==> src/rtl/vs_mux_if.sv <==
// Select/data bundle shared by the 2:1 and 4:1 mux paths, plus their
// combinational and registered results.
interface vs_mux_if #(
  parameter int WIDTH = 4
);
  logic             sel_1bit;
  logic [1:0]       sel_2bit;
  logic [WIDTH-1:0] in0;
  logic [WIDTH-1:0] in1;
  logic [WIDTH-1:0] in2;
  logic [WIDTH-1:0] in3;
  logic [WIDTH-1:0] y2;
  logic [WIDTH-1:0] y4;
  logic [WIDTH-1:0] y2_q;
  logic [WIDTH-1:0] y4_q;

  modport master (
    output sel_1bit, sel_2bit, in0, in1, in2, in3,
    input  y2, y4, y2_q, y4_q
  );

  modport slave (
    input  sel_1bit, sel_2bit, in0, in1, in2, in3,
    output y2, y4, y2_q, y4_q
  );
endinterface

==> src/rtl/vs_mux.sv <==
// 2:1 and 4:1 multiplexers over shared data inputs, with an optional
// one-cycle registered copy of each result.
module vs_mux #(
  parameter int WIDTH   = 4,
  parameter bit REG_OUT = 1'b1
) (
  input logic     clk,
  input logic     rst_n,
  vs_mux_if.slave bus
);

  logic [WIDTH-1:0] w_y2;
  logic [WIDTH-1:0] w_y4;

  // Unknown selects fall to the default arm, so simulation shows zero
  // instead of propagating X; synthesis sees a fully decoded case.
  always_comb begin
    w_y2 = '0;
    case (bus.sel_1bit)
      1'b0:    w_y2 = bus.in0;
      1'b1:    w_y2 = bus.in1;
      default: w_y2 = '0;
    endcase
  end

  always_comb begin
    w_y4 = '0;
    case (bus.sel_2bit)
      2'd0:    w_y4 = bus.in0;
      2'd1:    w_y4 = bus.in1;
      2'd2:    w_y4 = bus.in2;
      2'd3:    w_y4 = bus.in3;
      default: w_y4 = '0;
    endcase
  end

  assign bus.y2 = w_y2;
  assign bus.y4 = w_y4;

  generate
    if (REG_OUT) begin : g_reg
      logic [WIDTH-1:0] r_y2_q;
      logic [WIDTH-1:0] r_y4_q;

      always_ff @(posedge clk or negedge rst_n) begin
        if (!rst_n) begin
          r_y2_q <= '0;
          r_y4_q <= '0;
        end else begin
          r_y2_q <= w_y2;
          r_y4_q <= w_y4;
        end
      end

      assign bus.y2_q = r_y2_q;
      assign bus.y4_q = r_y4_q;
    end else begin : g_comb
      // Clock and reset are deliberately unused in the pass-through build.
      logic w_unused_clkrst;
      assign w_unused_clkrst = clk ^ rst_n;
      assign bus.y2_q = w_y2;
      assign bus.y4_q = w_y4;
    end
  endgenerate

endmodule

==> src/flat_wrapper.sv <==
// flat-port wrapper written by rule: the top's interface ports become plain ports
module vs_mux_flat 
#(
  parameter int WIDTH   = 4,
  parameter bit REG_OUT = 1'b1
)
  (clk, rst_n, bus_sel_1bit, bus_sel_2bit, bus_in0, bus_in1, bus_in2, bus_in3, bus_y2, bus_y4, bus_y2_q, bus_y4_q);
  vs_mux_if #(.WIDTH(WIDTH)) bus_i ();
  input logic clk;
  input logic rst_n;
  input wire logic [$bits(bus_i.sel_1bit)-1:0] bus_sel_1bit;
  input wire logic [$bits(bus_i.sel_2bit)-1:0] bus_sel_2bit;
  input wire logic [$bits(bus_i.in0)-1:0] bus_in0;
  input wire logic [$bits(bus_i.in1)-1:0] bus_in1;
  input wire logic [$bits(bus_i.in2)-1:0] bus_in2;
  input wire logic [$bits(bus_i.in3)-1:0] bus_in3;
  output wire logic [$bits(bus_i.y2)-1:0] bus_y2;
  output wire logic [$bits(bus_i.y4)-1:0] bus_y4;
  output wire logic [$bits(bus_i.y2_q)-1:0] bus_y2_q;
  output wire logic [$bits(bus_i.y4_q)-1:0] bus_y4_q;
  assign bus_i.sel_1bit = bus_sel_1bit;
  assign bus_i.sel_2bit = bus_sel_2bit;
  assign bus_i.in0 = bus_in0;
  assign bus_i.in1 = bus_in1;
  assign bus_i.in2 = bus_in2;
  assign bus_i.in3 = bus_in3;
  assign bus_y2 = bus_i.y2;
  assign bus_y4 = bus_i.y4;
  assign bus_y2_q = bus_i.y2_q;
  assign bus_y4_q = bus_i.y4_q;
  vs_mux #(.WIDTH(WIDTH), .REG_OUT(REG_OUT)) u_core (.clk(clk), .rst_n(rst_n), .bus(bus_i));
endmodule
==> config.mk <==
export PLATFORM = sky130hd
export DESIGN_NAME = vs_mux_flat
export DESIGN_NICKNAME = d
export VERILOG_FILES = /design/src/rtl/vs_mux_if.sv /design/src/rtl/vs_mux.sv /design/src/flat_wrapper.sv
export SDC_FILE = /design/constraint.sdc
export NUM_CORES = 1
export LEC_CHECK = 0
export CAP_MARGIN = 20
export CORE_AREA = 3 3 40 42
export CTS_CLUSTER_SIZE = 16
export DETAILED_ROUTE_END_ITERATION = 8
export DIE_AREA = 0 0 43 45
export PLACE_DENSITY = 0.75
export SYNTH_ARGS = -nofsm -noshare
export SYNTH_HDL_FRONTEND = slang
export SYNTH_SLANG_ARGS = --single-unit
==> constraint.sdc <==
create_clock -name clk -period 1.3 [get_ports clk]
set_input_delay 0.26 -clock clk [delete_from_list [all_inputs] [get_ports clk]]
set_output_delay 0.26 -clock clk [all_outputs]
set_load 0.03 [all_outputs]
After elaboration in Yosys (flattened, before gate mapping) --
Index checks and enable logic that the tools add are counted. Widths: inputs -> output; s select.
Word-level totals: output and inout bits 16, bits in registers 8, bits of input ports 21
Cells by class: equality and inequality tests 3, reductions and logical operators 1, mux-type cells 2, bitwise logic cells 1
Operator list (count):
- $pmux 4 s4 | 1
- $pmux 4 s2 | 1
- $eq 2x2->1 const B | 2
- $eq 2x1->1 const B | 1
- $logic_not 2->1 | 1
- $not 1->1 | 1

Logic depth before layout (Yosys ltp) --
Gate-level depths: netlist (run 1).
word-level depth 2, depth in mapped cells 1, gate-level depth less buffers 1

Worst setup path before layout (run 1) --
No wires, ideal clock.
path type input to output, start point in bus_sel_2bit[0], end point out bus_y4[0], data required time 1.040 ns, setup slack 0.080 ns, cell stages on the path 1, path buffers 0, arrival 0.960 ns, cell sequence mux4_1
On the way: word-level cells in the longest chain between the ends 2
RTL lines:
- from (decl) | line flat_wrapper.sv:12 | input wire logic [$bits(bus_i.sel_2bit)-1:0] bus_sel_2bit;
- $eq 2x2->1 (tied with other cells) | line vs_mux.sv:28 | case (bus.sel_2bit)
- $pmux 4 s4 (*) | line vs_mux.sv:28
- to (decl) | line flat_wrapper.sv:18 | output wire logic [$bits(bus_i.y4)-1:0] bus_y4;
Mark *: on every way between the ends. The rest lies on a longest branch, timed or not.

Worst setup path in the final report (run 1) --
Same ends and word-level chain as after synthesis.

==> results.cfg, run 1 <==
[clocking]
clock-root-buffer = clkbuf_4
clk_pin_slew_ns = 0.05
cts_max_level = 1
cts_buffer_depth = 2
clock_sinks = 8
cts_tree = done
cts-buffers-inserted = 3
ctsHoldBuffers = 0

[global_routing]
grt.total_usage_pct = 14.1
grt_max_degree = 9
grt.overflow.total = 0
grt_pass1_wl_mm = 1.92
grt-busiest-layer = met2
grt_use_met2_pct = 20.1
use_met3_pct = 11.2
met1_usage_pct = 17.3
first_global_vias = 408
antenna_found_initial = 0

[floorplanning]
die_area_um2 = 1940
chipWidth_um = 43
pin_count = 37
row_count = 13
core_um2 = 1280
initial_core_util_pct = 27.3
fp.dieH_um = 45

[timing]
clock.fmax_ghz = 0.767
tightest_slew_ns = 0.345
slew_headroom_pct = 76.9
setup_ws_ns = -0.00316
report.final.slew_viol_count = 0
setup_violations = 1
fin_crit_ns = 1.30
setup_tns_ns = -0.00316
fin_crit_sh_pct = 100
rsz0062_at_grt = yes
finalHoldViolations = 0

[critical_path]
cp-endpoint = bus_y4[0]
cp-startpoint = bus_sel_2bit[0]
endpoint_kind = output port
worstSetupPathType = in -> out
worst_ep_arrival_time_ns = 1.04
cp-start-kind = primary input
cp_max_fo = 4
worstPathRequired_ns = 1.04

[place]
gp_congestion = 0.710
portBuffers = 36
place_hpwl_um = 965

[synthesis]
synth.avg_cell_area_um2 = 21.9
ys_warn_count = 0
syn_nets = 37
synth.distinct_cells = 3
yosys_register_bits = 8
yosysSeqAreaShare_pct = 57.1
netlist_instances = 16
syn_area_um2 = 350

[worst_hold_path]
hp-class = in -> async

[final_layout]
fillerInstances = 143
syn2layout_area_growth_pct = 92.1
antenna_cells = 0
drive_gt1_share_pct = 69.5
nNetsFinal = 82

[route]
drt_wl_total_mm = 1.22
ant_nets = 0
vias_per_cell = 4.86
dr_total_vias = 360
drc = 0
wire_per_inst_um = 16.5
first_iter_violations = 6
first_pass_iters = 4

[flow_run]
maxCapViolCount = 0

[power]
power_leakage_nw = 0.335
p_per_area_nw_per_um2 = 1080
ir_worst_vdd_uv = 808
power.total_uw = 730

[run_status]
violations = setup timing
status = complete, but fails checks
==> per-layer routing <==
layer | up-vias | wire length (µm)
met5 | - | 0
met3 | 0 | 270
li1 | 151 | -
met1 | 166 | 480
met4 | 0 | 0
met2 | 43 | 469
==> synthesized netlist by cell type <==
cell,count,area share [%]
mux4_1,4,30
dfrtp_1,8,57
mux2_2,4,13
==> critical path, cell delays in order <==
cell,delay [ns]
buf_8,0.09
mux4_2,0.53
buf_6,0.16
==> layout make-up <==
type	count	area [µm²]	area share [%]
Timing Repair Buffer	40	297	44.1
Sequential cell	8	200	29.7
Multi-Input combinational cell	8	135	20.1
Clock buffer	3	22.5	3.35
Tap cell	15	18.8	2.79
==> cell families after synthesis <==
kind of cell | Yosys count | synth area share [%]
multiplexers | 8 | 42.9
flip-flops | 8 | 57.1
==> cell usage in the layout, fill, tap and decap left out <==
cell / netlist / final
buf_2: 0 / 18
buf_4: 0 / 6
buf_6: 0 / 4
buf_8: 0 / 1
clkbuf_4: 0 / 3
clkdlybuf4s15_1: 0 / 1
clkdlybuf4s15_2: 0 / 1
clkdlybuf4s50_1: 0 / 1
dfrtp_1: 8 / 8
dlygate4sd2_1: 0 / 8
mux2_2: 4 / 4
mux4_2: 0 / 4
==> how the worst min path moves through the flow <==
stage	cells after the start	endpoint	startpoint	slack, ns
after CTS	1	u_core.bus.y4_q[1]	rst_n	0.29
after floorplan	0	u_core.bus.y2_q[0]	rst_n	-0.04
after global placement	1	u_core.bus.y4_q[2]	rst_n	0.55
after detailed placement	1	u_core.bus.y4_q[1]	rst_n	0.56
final	1	u_core.bus.y4_q[3]	rst_n	0.28
after global routing	2	u_core.bus.y2_q[1]	bus_in0[1]	0.28
==> registers in the layout (all words and copies together) (netlist names) <==
| name | cells |
|---|---|
| u_core.bus.y2_q | 4 |
| u_core.bus.y4_q | 4 |
==> per-stage QoR <==
step | cells | worst slack, ns | hold WS [ns] | util [%] | area (µm²)
after global placement | 70 | -1.04 | 0.554 | 58.5 | 752
after floorplan | 16 | 0.0803 | -0.0356 | - | 350
after global routing | 74 | -0.0298 | 0.281 | 52.4 | 673
after detailed placement | 70 | -1.04 | 0.560 | 58.5 | 752
final | 74 | -0.00316 | 0.284 | 52.4 | 673
after CTS | 74 | -0.00955 | 0.286 | 52.0 | 668
==> report_power, final <==
part / internal (mW) / switching (mW) / total (mW)
Clock: 0.105 / 0.0746 / 0.180
Sequential: 0.271 / 0.00470 / 0.276
Combinational: 0.122 / 0.152 / 0.274
==> what timing repair did <==
item,CTS,global route
cloned,0,0
gates resized for setup,129,4
buffers inserted,1,0
setup endpoints to repair,19,6
(Power assumes the default switching activity.)
==> run 2: changes to the inputs <==
Settings changed: CORE_AREA 3 3 40 42 to 2 2 39 41, DIE_AREA 0 0 43 45 to 0 0 41 43, SLEW_MARGIN set to 40.
==> results.cfg, run 2 (synthesis gave the netlist of run 1 again) <==
[run_status]
status = finished clean

[floorplanning]
pin_count = 37
core_um2 = 1380
fp.dieH_um = 43
chipWidth_um = 41
die_area_um2 = 1760
row_count = 14
initial_core_util_pct = 25.3

[power]
combinationalPowerShare_pct = 37.2
switching_share_pct = 32.7
p_switching_uw = 243
p_int_uw = 500
power.total_uw = 744
power_leakage_nw = 0.334
seq_power_share_pct = 36.9
p_per_area_nw_per_um2 = 1110
p_clk_share_pct = 25.9
ir_worst_vdd_uv = 570

[worst_hold_path]
holdPathStages = 2
min_to = u_core.bus.y2_q[2]
hp-class = in -> reg
hold_start = bus_in1[2]

[final_layout]
drive_gt1_share_pct = 71.2
antenna_cells = 0
final_cell_mix = 18 x buf_2, 8 x dlygate4sd2_1, 8 x dfrtp_1
nNetsFinal = 82
multi_input_area_um2 = 135
fillerInstances = 142
syn2layout_area_growth_pct = 91.1
final_common_cell = buf_2
seqCellArea_um2 = 200

[critical_path]
worstSetupPathType = in -> out
worstPathRequired_ns = 1.04
worst_ep_arrival_time_ns = 1.02
cp_cell_sequence = buf_8 -> mux4_2 -> buf_6
cp_max_fo = 4
critPathMaxStageDelay_ns = 0.51
endpoint_kind = output port
slowest_stage = mux4_2
cp-start-kind = primary input

[global_routing]
grt_max_degree = 9
grt.overflow.total = 0
grt.total_usage_pct = 16.3
antenna_found_initial = 0
grt_pass1_wl_mm = 1.85
first_global_vias = 396

[timing]
rsz0062_at_grt = yes
setup_tns_ns = 0
tightest_slew_ns = 0.388
fin_crit_ns = 1.28
report.final.slew_viol_count = 0
fin_crit_sh_pct = 98.7
setup_violations = 0
finalHoldViolations = 0
clock.fmax_ghz = 0.780
slew_headroom_pct = 74.0
hold_ws_ns = 0.283

[route]
dr_total_vias = 360
drc = 0
first_pass_iters = 4
vias_per_cell = 4.80
drt_wl_total_mm = 1.22
first_iter_violations = 12
ant_nets = 0
wire_per_inst_um = 16.3

[place]
gp_congestion = 0.634
portBuffers = 36

[clocking]
cts_max_level = 1
cts-buffers-inserted = 3
clk_pin_slew_ns = 0.06
clock-root-buffer = clkbuf_4
cts_buffer_depth = 2
cts_tree = done
clock_sinks = 8
ctsHoldBuffers = 0

[flow_run]
maxCapViolCount = 0
-- run 2: cell types whose count changed in the layout (fill, tap and decap cells not counted) --
cell	change
clkdlybuf4s15_1	-1
clkbuf_2	+1
-- run 2: worst max path at each step --
stage                          from        end  slack, ns  cells past startpoint
global route        bus_sel_2bit[0]  bus_y4[3]     -0.005                      3
finish              bus_sel_2bit[0]  bus_y4[0]       0.02                      3
floorplan           bus_sel_2bit[0]  bus_y4[0]       0.08                      1
global placement    bus_sel_2bit[0]  bus_y4[0]      -1.01                      3
CTS                    bus_sel_1bit  bus_y2[3]      0.004                      3
detailed placement  bus_sel_2bit[0]  bus_y4[0]      -1.02                      3
-- run 2: timing repair --
action | in CTS | in global routing
setup endpoints to repair | 20 | 6
buffers inserted | 2 | 2
gates resized for setup | 130 | 5
gates cloned | 0 | 0
-- run 2: cell type report --
class / instances / share of cell area (%)
Timing Repair Buffer: 40 / 43.6
Clock buffer: 3 / 3.36
Tap cell: 16 / 2.99
Multi-Input combinational cell: 8 / 20.2
Sequential cell: 8 / 29.9
-- run 2: layer usage --
metal / vias to the layer above / part of all wire [%] / global-route usage [%]
met5: - / 0 / 0
met4: 0 / 0 / 4.00
met3: 0 / 25 / 13.1
met2: 43 / 42 / 22.2
met1: 166 / 33 / 19.7
li1: 151 / - / -
-- run 2: metrics by stage --
stage	setup slack, ns	util [%]	cells	instance area, µm²
floorplan	0.0803	-	16	350
global placement	-1.01	52.8	68	731
detailed placement	-1.02	52.8	68	731
CTS	0.00446	47.3	73	654
global route	-0.00521	48.4	75	669
finish	0.0173	48.4	75	669
-- run 2: power groups by stage --
stage / clock (mW) / combinational [mW] / sequential (mW)
CTS: 0.205 / 0.268 / 0.275
floorplan: 0 / 0.0847 / 0.328
global placement: 0 / 0.296 / 0.281
detailed placement: 0 / 0.297 / 0.281
finish: 0.192 / 0.277 / 0.275
global route: 0.219 / 0.295 / 0.277
-- run 2: critical path: cells and delay by family --
kind	cells	cell delay, ns
multiplexers	1	0.51
buffers and inverters	2	0.25
==> run 3: changes to the inputs <==
Settings changed: CTS_BUF_LIST set to sky130_fd_sc_hd__clkbuf_2, CTS_CLUSTER_DIAMETER set to 50, SKIP_LAST_GASP set to 1.
==> results.cfg, run 3 (synthesis gave the netlist of run 1 again) <==
[timing]
setup_violations = 0
setup_tns_ns = 0
tightest_slew_ns = 0.393
fin_crit_sh_pct = 98.9
slew_headroom_pct = 73.7
finalHoldViolations = 0
rsz0062_at_grt = yes
report.final.slew_viol_count = 0
fin_crit_ns = 1.29
clock.fmax_ghz = 0.778

[final_layout]
final_cells = 75
final_cell_mix = 14 x buf_2, 8 x clkbuf_2, 8 x dlygate4sd2_1, 8 x dfrtp_1, 6 x buf_4
post-route-util_pct = 47.8
syn2layout_area_growth_pct = 88.9
drive_gt1_share_pct = 71.2
nNetsFinal = 82
antenna_cells = 0
final_common_cell = buf_2
design_area_um2 = 662

[clocking]
cts-buffers-inserted = 3
ctsHoldBuffers = 0
cts_tree = done
clock_sinks = 8
cts_buffer_depth = 2
cts_max_level = 1
clock-root-buffer = clkbuf_2
clk_pin_slew_ns = 0.09

[route]
first_pass_iters = 4
ant_nets = 0
drc = 0
drt_wl_total_mm = 1.22
vias_per_cell = 4.75
first_iter_violations = 5
dr_total_vias = 356
wire_per_inst_um = 16.3

[critical_path]
cp_cell_sequence = clkdlybuf4s15_2 -> mux2_2 -> buf_4
worstPathRequired_ns = 1.04
cp-startpoint = bus_sel_1bit
slowest_stage = mux2_2
worst_ep_arrival_time_ns = 1.03
critPathMaxStageDelay_ns = 0.37
worstSetupPathType = in -> out
cp-start-kind = primary input
cp_max_fo = 4
endpoint_kind = output port

[power]
p_per_area_nw_per_um2 = 1060
power_leakage_nw = 0.334
ir_worst_vdd_uv = 525
power.total_uw = 703

[global_routing]
grt_pass1_wl_mm = 1.85
grt_max_degree = 9
grt.overflow.total = 0
grt.total_usage_pct = 16.3
antenna_found_initial = 0
first_global_vias = 396

[floorplanning]
die_area_um2 = 1760
pin_count = 37
fp.dieH_um = 43
core_um2 = 1380
row_count = 14
initial_core_util_pct = 25.3
chipWidth_um = 41

[flow_run]
maxCapViolCount = 0

[run_status]
status = finished clean

[place]
place_area_um2 = 731
gp_congestion = 0.634
portBuffers = 36
dp.cells = 68

[worst_hold_path]
hp-class = in -> reg
hold_start = bus_in1[2]
run 3: final cells by class:
class,instances,area (µm²)
Fill cell,145,722
Sequential cell,8,200
Tap cell,16,20.0
Timing Repair Buffer,40,292
Clock buffer,3,15.0
Multi-Input combinational cell,8,135
run 3: path summary, 6_finish.rpt:
check	endpoint	slack (ns)	cells past startpoint
min in group asynchronous	u_core.bus.y4_q[2]	0.30	1
worst min-delay path	u_core.bus.y2_q[2]	0.29	2
max in group asynchronous	u_core.bus.y2_q[3]	0.71	1
worst max-delay path	bus_y2[3]	0.01	3
run 3: stage by stage:
stage / setup WS (ns) / hold WS, ns
final: 0.0148 / 0.290
after CTS: -0.118 / 0.269
after detailed placement: -1.02 / 0.574
after global routing: -0.00508 / 0.285
after floorplan: 0.0803 / -0.0356
after global placement: -1.01 / 0.565
run 3: report_power, final:
| part | switching [mW] | total, mW | leakage (nW) | internal (mW) |
|---|---|---|---|---|
| Sequential | 0.00410 | 0.274 | 0.0932 | 0.270 |
| Combinational | 0.153 | 0.276 | 0.228 | 0.124 |
| Clock | 0.0893 | 0.152 | 0.0125 | 0.0630 |
| Total | 0.246 | 0.703 | 0.334 | 0.457 |
run 3: critical path, delay by kind of cell:
kind / cells / cell delay [ns]
buffers and inverters: 2 / 0.39
multiplexers: 1 / 0.37
run 3: timing repair:
item,CTS,global route
setup buffers,2,2
gates resized for setup,120,13
endpoints found under the setup margin,20,6
run 3: metal layers:
layer  GRT usage (%)  share of wire, %  up-vias
met3            13.1                23        0
met4            4.00                 0        0
met2            22.2                42       39
met5               0                 0        -
met1            19.7                35      165
li1                -                 -      152
